## config.mk

```make
export PLATFORM = sky130hd
export DESIGN_NAME = flag_cond_unit
export DESIGN_NICKNAME = d
export VERILOG_FILES = /design/src/rtl/flag_cond_unit.sv
export SDC_FILE = /design/constraint.sdc
export NUM_CORES = 1
export LEC_CHECK = 0
export CORE_ASPECT_RATIO = 1.4
export CORE_MARGIN = 10
export CORE_UTILIZATION = 30
export DETAILED_ROUTE_END_ITERATION = 10
export DONT_BUFFER_PORTS = 1
export PLACE_DENSITY = 0.43
export SLEW_MARGIN = 10
export SYNTH_ARGS = -nofsm -noshare
export SYNTH_HDL_FRONTEND = slang
export SYNTH_SLANG_ARGS = --single-unit
```

## constraint.sdc

```tcl
create_clock -name clk -period 3.22 [get_ports clk]
set_clock_uncertainty 0.05 [all_clocks]
set_input_delay 0.644 -clock clk [delete_from_list [all_inputs] [get_ports clk]]
set_output_delay 0.644 -clock clk [all_outputs]
set_load 0.01 [all_outputs]
```

## src/rtl/flag_cond_unit.sv

```systemverilog
// Flag register, branch condition evaluator and flag save/restore stack feeding fetch redirects.
// Optional COND_STATS_EN adds saturating taken/not-taken decision counters.
package flag_cond_pkg;
    typedef struct packed {
        logic       CF;
        logic       OF;
        logic       ZF;
        logic       SF;
        logic [3:0] unused;
    } FLAGS_t;
endpackage

// state | meaning
// IDLE  | ready for a branch request
// RESP  | holding a redirect decision until fetch accepts it
module flag_cond_unit
    import flag_cond_pkg::*;
#(
    parameter int STACK_DEPTH = 4,
    parameter int PC_W        = 32
) (
    input  logic            clk,
    input  logic            rst_n,
    input  FLAGS_t          flags_in,
    input  logic            flags_we,
    input  logic            br_valid,
    output logic            br_ready,
    input  logic [3:0]      br_cond,
    input  logic [PC_W-1:0] br_pc,
    input  logic [PC_W-1:0] br_target,
    output logic            redir_valid,
    input  logic            redir_ready,
    output logic            redir_taken,
    output logic [PC_W-1:0] redir_pc,
    input  logic            flag_push,
    input  logic            flag_pop,
    output logic            stk_err,
`ifdef COND_STATS_EN
    output logic [31:0]     taken_cnt,
    output logic [31:0]     ntaken_cnt,
`endif
    output FLAGS_t          flags_q
);
    localparam int AW = (STACK_DEPTH > 1) ? $clog2(STACK_DEPTH) : 1;
    localparam int CW = $clog2(STACK_DEPTH + 1);
    localparam logic [CW-1:0] FULL_CNT = CW'(STACK_DEPTH);

    typedef enum logic [0:0] {IDLE, RESP} state_t;

    state_t          state_q;
    logic            br_ready_q, redir_valid_q, redir_taken_q, stk_err_q, stk_err_d;
    logic [PC_W-1:0] redir_pc_q;
    FLAGS_t          flags_d, flags_in_m, eff_flags;
    FLAGS_t          stk_q [STACK_DEPTH];
    logic [CW-1:0]   cnt_q, cnt_d;
    logic [AW-1:0]   push_idx, pop_idx;
    logic            push_en, cond_hit;
    logic            unused_in_bits;

    function automatic logic cond_true(input logic [3:0] c, input logic cf, input logic ovf,
                                       input logic zf, input logic sf);
        logic lt;
        lt = sf ^ ovf;
        case (c)
            4'h0:    cond_true = zf;
            4'h1:    cond_true = !zf;
            4'h2:    cond_true = cf;
            4'h3:    cond_true = !cf;
            4'h4:    cond_true = sf;
            4'h5:    cond_true = !sf;
            4'h6:    cond_true = ovf;
            4'h7:    cond_true = !ovf;
            4'h8:    cond_true = !cf && !zf;
            4'h9:    cond_true = cf || zf;
            4'hA:    cond_true = lt;
            4'hB:    cond_true = !lt;
            4'hC:    cond_true = !zf && !lt;
            4'hD:    cond_true = zf || lt;
            4'hE:    cond_true = 1'b1;
            default: cond_true = 1'b0;
        endcase
    endfunction

    assign unused_in_bits = ^flags_in.unused;
    assign push_idx       = AW'(cnt_q);
    assign pop_idx        = AW'(cnt_q - 1'b1);
    assign cond_hit       = cond_true(br_cond, eff_flags.CF, eff_flags.OF, eff_flags.ZF, eff_flags.SF);

    // A same-cycle ALU write is forwarded to both branch evaluation and push.
    always_comb begin
        flags_in_m        = flags_in;
        flags_in_m.unused = '0;
        eff_flags         = flags_we ? flags_in_m : flags_q;
    end

    always_comb begin
        flags_d   = flags_q;
        cnt_d     = cnt_q;
        stk_err_d = stk_err_q;
        push_en   = 1'b0;
        if (flag_push && !flag_pop) begin
            if (cnt_q == FULL_CNT) begin
                stk_err_d = 1'b1;
            end else begin
                push_en = 1'b1;
                cnt_d   = cnt_q + 1'b1;
            end
        end else if (flag_pop && !flag_push) begin
            if (cnt_q == '0) begin
                stk_err_d = 1'b1;
            end else begin
                cnt_d   = cnt_q - 1'b1;
                flags_d = stk_q[pop_idx];
            end
        end
        if (flags_we) flags_d = flags_in_m;
    end

    always_ff @(posedge clk) begin
        if (push_en) stk_q[push_idx] <= eff_flags;
    end

    always_ff @(posedge clk) begin
        if (!rst_n) begin
            state_q       <= IDLE;
            br_ready_q    <= 1'b1;
            redir_valid_q <= 1'b0;
            redir_taken_q <= 1'b0;
            redir_pc_q    <= '0;
            flags_q       <= '0;
            cnt_q         <= '0;
            stk_err_q     <= 1'b0;
        end else begin
            flags_q   <= flags_d;
            cnt_q     <= cnt_d;
            stk_err_q <= stk_err_d;
            case (state_q)
                IDLE: begin
                    if (br_valid) begin
                        redir_taken_q <= cond_hit;
                        redir_pc_q    <= cond_hit ? br_target : br_pc + PC_W'(4);
                        redir_valid_q <= 1'b1;
                        br_ready_q    <= 1'b0;
                        state_q       <= RESP;
                    end
                end
                RESP: begin
                    if (redir_ready) begin
                        redir_valid_q <= 1'b0;
                        br_ready_q    <= 1'b1;
                        state_q       <= IDLE;
                    end
                end
                default: state_q <= IDLE;
            endcase
        end
    end

`ifdef COND_STATS_EN
    logic [31:0] taken_cnt_q, ntaken_cnt_q;

    always_ff @(posedge clk) begin
        if (!rst_n) begin
            taken_cnt_q  <= '0;
            ntaken_cnt_q <= '0;
        end else if (redir_valid_q && redir_ready) begin
            if (redir_taken_q && taken_cnt_q != 32'hFFFF_FFFF)
                taken_cnt_q <= taken_cnt_q + 32'd1;
            if (!redir_taken_q && ntaken_cnt_q != 32'hFFFF_FFFF)
                ntaken_cnt_q <= ntaken_cnt_q + 32'd1;
        end
    end

    assign taken_cnt  = taken_cnt_q;
    assign ntaken_cnt = ntaken_cnt_q;
`endif

    assign br_ready    = br_ready_q;
    assign redir_valid = redir_valid_q;
    assign redir_taken = redir_taken_q;
    assign redir_pc    = redir_pc_q;
    assign stk_err     = stk_err_q;
endmodule

```

### Word-level counts from Yosys, hierarchy flattened

Memory sizes are Yosys's and may differ from the RTL's.
Index checks and enable logic that the tools add are counted.

* register bits: 48
* memory bits (writable): 32
* input port bits: 83
* output and inout bits: 44
* memories: 1

* add/sub/neg operators: 3
* equality and inequality tests: 22
* muxes and demuxes: 28
* bitwise gates (word level): 5
* reductions and logical operators: 25

Memories
* stk_q: depth 4, width 8, rd ports 1, clocked after Yosys merged registers in 0, write ports 1, RTL line 54 `FLAGS_t stk_q [STACK_DEPTH];`

Operator list (number)
* 8-bit two-way mux: 5
* 32-bit by 3-bit adder with 32-bit output (second input constant): 1
* 32-bit two-way mux: 1
* 4-bit equality test (second input constant): 7
* 4-bit by 3-bit equality test with 1-bit output (second input constant): 4
* 1-bit case mux with 15 select lines: 1
* 1-bit two-way mux: 14
* 3-bit two-way mux: 4
* 2-bit != test (second input constant): 6
* 3-bit AND reduction: 4
* 4-bit by 2-bit equality test with 1-bit output (second input constant): 2
* 1-bit logical NOT: 7
* 1-bit case mux with 2 select lines: 3
* 2-bit nonzero test: 3
* 4-bit by 1-bit equality test with 1-bit output (second input constant): 1
* 1-bit logical AND: 4
* 4-bit logical NOT: 1
* 1-bit NOT: 4
* 2-bit AND reduction: 2
* 3-bit by 1-bit adder with 3-bit output (second input constant): 1
* 3-bit equality test (second input constant): 1
* 3-bit logical NOT: 1
* 3-bit by 1-bit subtractor with 3-bit output (second input constant): 1
* 1-bit logical OR: 2
* other kinds (3): 3

### Depth between registers and ports, before layout

* depth after elaboration: 6
* gate-level depth with buffers: 10
* gate-level depth less buffers: 8

### Worst setup path before layout

OpenSTA, ideal clock, no wires.

* path type: register to register
* from: register cnt_q[0]
* to: register flags_q[6] (netlist bit)
* library setup time: 0.128 ns
* arrival time: 2.358 ns
* setup slack: 0.684 ns
* cell stages (with the launch flop): 11
* period minus slack after synthesis: 2.536 ns
* cells stage by stage: dfxtp_1 clkbuf_1 inv_1 ha_1 ha_1 nor3b_1 buf_1 mux2i_1 nor2_1 a21oi_1 nor2_1

* cells in the longest elaborated chain, start to end: 6
* elaborated cells on any way between the ends: 9

Ends and longest elaborated chain
* start, declared: RTL line 55 `logic [CW-1:0] cnt_q, cnt_d;`
* start signal, assigned: RTL line 135 `cnt_q <= cnt_d;`
* 3-bit by 1-bit subtractor with 3-bit output
* memory 4 x 8 bit
* 8-bit two-way mux: RTL line 109 `if (cnt_q == '0) begin`
* 8-bit two-way mux: RTL line 108 `end else if (flag_pop && !flag_push) begin`
* 8-bit two-way mux: RTL line 101 `if (flag_push && !flag_pop) begin`
* 8-bit two-way mux: RTL line 116 `if (flags_we) flags_d = flags_in_m;`
* end signal, assigned: RTL line 134 `flags_q <= flags_d;`
* end, declared: RTL line 42 `output FLAGS_t flags_q`

Parallel ways exist; a longest one is shown, timed or not. The select of a mux whose other input is x is not followed.
A chain may end at the register's enable or synchronous reset.

### Final worst setup path

* from: register flags_q[6] (netlist bit)
* to: register redir_pc_q[18] (netlist: redir_pc[18])

* cells in the longest elaborated chain, start to end: 6
* elaborated cells on any way between the ends: 8

Ends and longest elaborated chain
* 8-bit two-way mux (*): RTL line 93 `eff_flags = flags_we ? flags_in_m : flags_q;`
* 1-bit bitwise XOR: RTL line 63 `lt = sf ^ ovf;`
* 1-bit logical NOT: RTL line 76, 77
* 1-bit logical AND: RTL line 77 `4'hC: cond_true = !zf && !lt;`
* 1-bit case mux with 15 select lines (*): RTL line 64 `case (c)`
* 32-bit two-way mux (*): RTL line 141 `redir_pc_q <= cond_hit ? br_target : br_pc + PC_W'(4);`
* end signal, assigned: RTL line 141
* end, declared: RTL line 52 `logic [PC_W-1:0] redir_pc_q;`

Every way passes the cells marked *; elsewhere a longest branch is shown, timed or not.

==> metrics.md <==
| Metric | Value |
|---|---|
| Post-synthesis compound-gate area fraction | around 12% |
| Clock H-tree levels | 3 |
| Die width | 122 um |
| Final setup vio count | 0 |
| Most common cell after layout, fill and taps aside | nand3_1 |
| Cell taking the most area after synthesis | dfxtp_1 |
| Asr flop ratio synth | 0% |
| Worst R2R Start | flags_q[6]$_SDFFE_PN0P_ |
| Initial antenna violation count | 0 |
| Final net count | 526 |
| Post CTS Setup Buffer Count | 0 |
| Worst setup EP type | flip-flop |
| Post-Synth Simple-Gate Area | a little over a fifth |
| Max-Cap Viols | 0 |
| Worst slew pin tran | about 0.67 ns |
| Fill cells | 1459 |
| Startpoint Class | flip-flop |
| Worst VDD drop | 272 uV |
| Initial drt markers | ~140 |
| Status | finished clean |
| Fin. Hold Viols | 0 |
| Share of the synthesized area in the top cell type | roughly 22% |
| GRT overflow | 0 |
| Cell depth of the worst flop-to-flop path | 7 |
| Non-filler cells, final | around 630 |
| Hold buffers post-CTS | 0 |
| Static leakage | 1.63 nW |
| EDFF count, synth | 32 |
| Rows | between 50 and 60 |
| Crit Path Max Fanout | 9 |
| Synth top area cells | dfxtp_1 22%, edfxtp_1 22%, nand3_1 7.4% |
| Initial Utilization | just over 30% |
| Pwr per Cell Area | between 600 and 700 nW/um^2 |
| Leading cell types in the layout, fill and taps excluded | 65 x nand3_1, 48 x dfxtp_1, 32 x edfxtp_1 |
| Clock tree from TritonCTS | yes |
| Die Y-Extent | between 150 and 200 um |
| Synth Net Count | approximately 540 |
| Shortest period the worst path allows | roughly 2.4 ns |
| Critical-path cell list | xor2_1 -> mux2i_1 -> o311ai_1 -> o31a_1 -> buf_4 -> nor4_1 -> a311o_1 |
| WHS Path Cells | 1 |
| Tcrit/Tclk final | roughly three quarters |
| Layout cells sized above 1 | roughly 12% |
| Fmax | about 0.42 GHz |
| XOR/XNOR Fraction of Synth Area | about 6.4% |
| First-pass GRT wire length | ~20000 um |
| Reg2reg setup slack | 0.83 ns |
| Cell Area, Synth | approximately 4400 sq um |
| # port buffers | 0 |
| Antenna-violating nets left | 0 |
| Vias post-DR | roughly 3400 |
| Mean Syn Cell Area | between 9 and 10 sq um |
| Drt first pass iters | 4 |
| Post-synth top flop | dfxtp_1 |
| Clk sinks | 80 |
| Synth Instances | about 440 |
| Seq cells post-synth | 80 |
| Vias in the first global route | 3357 |
| Crit-path max cell delay | about 0.53 ns |
| Critical Path AT | around 2.6 ns |
| Worst min-delay path class | input port to flip-flop |
| DR vias/cell | approximately 5.3 |
| HP Start | rst_n |
| Worst rel slew slack | between 50% and 60% |
| Num CTS Buffers | 9 |
| Max Slew Vio Count | 0 |
| Diode count | 0 |
| Die Area | between 15000 and 20000 sq um |
| Setup tns final | 0 ns |
| Placed Cells | slightly above 600 |
| Largest net degree at the start of global routing | 65 |
| Critical path class | flip-flop to flip-flop |
| Reg2reg end | redir_pc[18]$_SDFFE_PN0P_ |
| Yosys warning count | 0 |
| DRC Markers | 0 |
| Clk_lat worst skew | approximately 0.35 ns |
| Growth of design area from synthesis to finish | 10.9% |
| Adder-cell share of the synthesized area | ~2.6% |
| Core Area | 14400 sq um |
| Hold EP | br_ready$_SDFFE_PN1P_ |
| Root buffer cell | clkbuf_16 |
| Clock transition at path regs | approximately 0.070 ns |
| Main combinational cell family by area after synthesis | simple AND/OR/NAND/NOR gates |
| Sequential fraction of the synthesis area | between 40% and 50% |
| Tot GR Track Use | around an eighth |
| Post_cts resized | 0 |
| Total Wirelength | between 10000 and 15000 um |
| Mux share of post-synthesis cell area | about 8.1% |
| CP max-delay cell | o311ai_1 |
| # IOs | around 130 |
| CP Data Required Time | between 3 and 4 ns |
| Routability Congestion | about 0.77 |
| RSZ-0062 raised after global routing | no |
| CTS Buffer Depth | 2 |
| Post-synthesis cell type count | 52 |
| Routed len/inst | around 21 um |
| DPL Wire Length | a little under 10000 um |
-- kinds of logic (layout without fill, tap and decap cells) --
kind of cell | after synthesis | in the layout
AND/OR/NAND/NOR | 177 | 177
flip-flops | 80 | 80
adder cells (fa/ha/maj) | 9 | 9
AO/OA/AOI/OAI | 74 | 74
multiplexers | 23 | 23
buffers and inverters | 49 | 44
XOR/XNOR | 32 | 32
-- layer usage --
metal | vias up | global-route usage [%] | part of all wire (%)
met5 | - | 0 | 0
met4 | 0 | 5.32 | 1.8
met3 | 13 | 5.56 | 11
met2 | 126 | 21.8 | 50
met1 | 1580 | 14.6 | 38
li1 | 1639 | - | -
-- where the power goes --
group	switching (mW)	internal, mW
registers	0.0921	1.17
logic	0.398	0.325
clock network	0.450	0.527
total	0.940	2.02
-- flip-flops by register name (all words and copies together) (netlist names) --
register	count
redir_valid	1
redir_pc	32
cnt_q	3
stk_err	1
flags_q	8
state_q	1
br_ready	1
stk_q	32
redir_taken	1
-- critical path: cells and delay by family (launching register included) --
kind | cells | cell delay, ns
AOI/OAI and AO/OA | 3 | 1.14
muxes | 1 | 0.16
and+or+nand+nor | 1 | 0.07
buffers and inverters | 1 | 0.20
DFF | 1 | 0.48
xor gates and xnor gates | 1 | 0.17
-- synth_stat cells, drive strengths merged (2+ instances only) --
master and number:
ha 9, o31ai 3, nor4 4, mux4 8, nand2 14, buf 13
nor2b 7, a31oi 4, o21ai 13, nand4 23, o2111ai 3, inv 14
mux2i 13, xnor2 22, and4 5, o311ai 4, a21oi 12, o22ai 3
dfxtp 48, mux2 2, nand3 65, nand2b 4, and2 11, clkbuf 22
nor3b 2, edfxtp 32, nor2 30, xor2 10, o211ai 20, and3 9
a311o 6
-- worst max path at each step --
stage / startpoint / endpoint / slack, ns
global placement: flags_we / redir_pc[10]$_SDFFE_PN0P_ / 0.68
CTS: flags_q[6]$_SDFFE_PN0P_ / redir_pc[18]$_SDFFE_PN0P_ / 0.83
floorplan: cnt_q[0]$_SDFFE_PN0P_ / flags_q[6]$_SDFFE_PN0P_ / 0.68
global route: flags_q[6]$_SDFFE_PN0P_ / redir_pc[18]$_SDFFE_PN0P_ / 0.67
finish: flags_q[6]$_SDFFE_PN0P_ / redir_pc[18]$_SDFFE_PN0P_ / 0.83
detailed placement: flags_we / redir_pc[30]$_SDFFE_PN0P_ / 0.64
-- final cells by class --
class / count / area, sq um / area share, %
clock inverters: 6 / 45.0 / 0.926
well taps: 189 / 236 / 4.86
clock buffers: 10 / 229 / 4.71
repair buffers: 14 / 118 / 2.42
flip-flops and latches: 80 / 1920 / 39.5
multi-input cells: 315 / 2260 / 46.5
inverters: 14 / 52.6 / 1.08
-- metrics by stage --
step                      area, sq um  worst slack [ns]  util (%)  total power, mW  hold WS, ns
after floorplan                  4380             0.684         -             1.84        0.455
after global placement           4590             0.682      31.9             2.01        0.482
after detailed placement         4590             0.644      31.9             2.02        0.484
after CTS                        4860             0.827      33.8             3.00        0.326
after global routing             4860             0.668      33.8             3.12        0.332
final                            4860             0.831      33.8             2.96        0.341
Note: power is estimated with default switching activity, not from simulation.
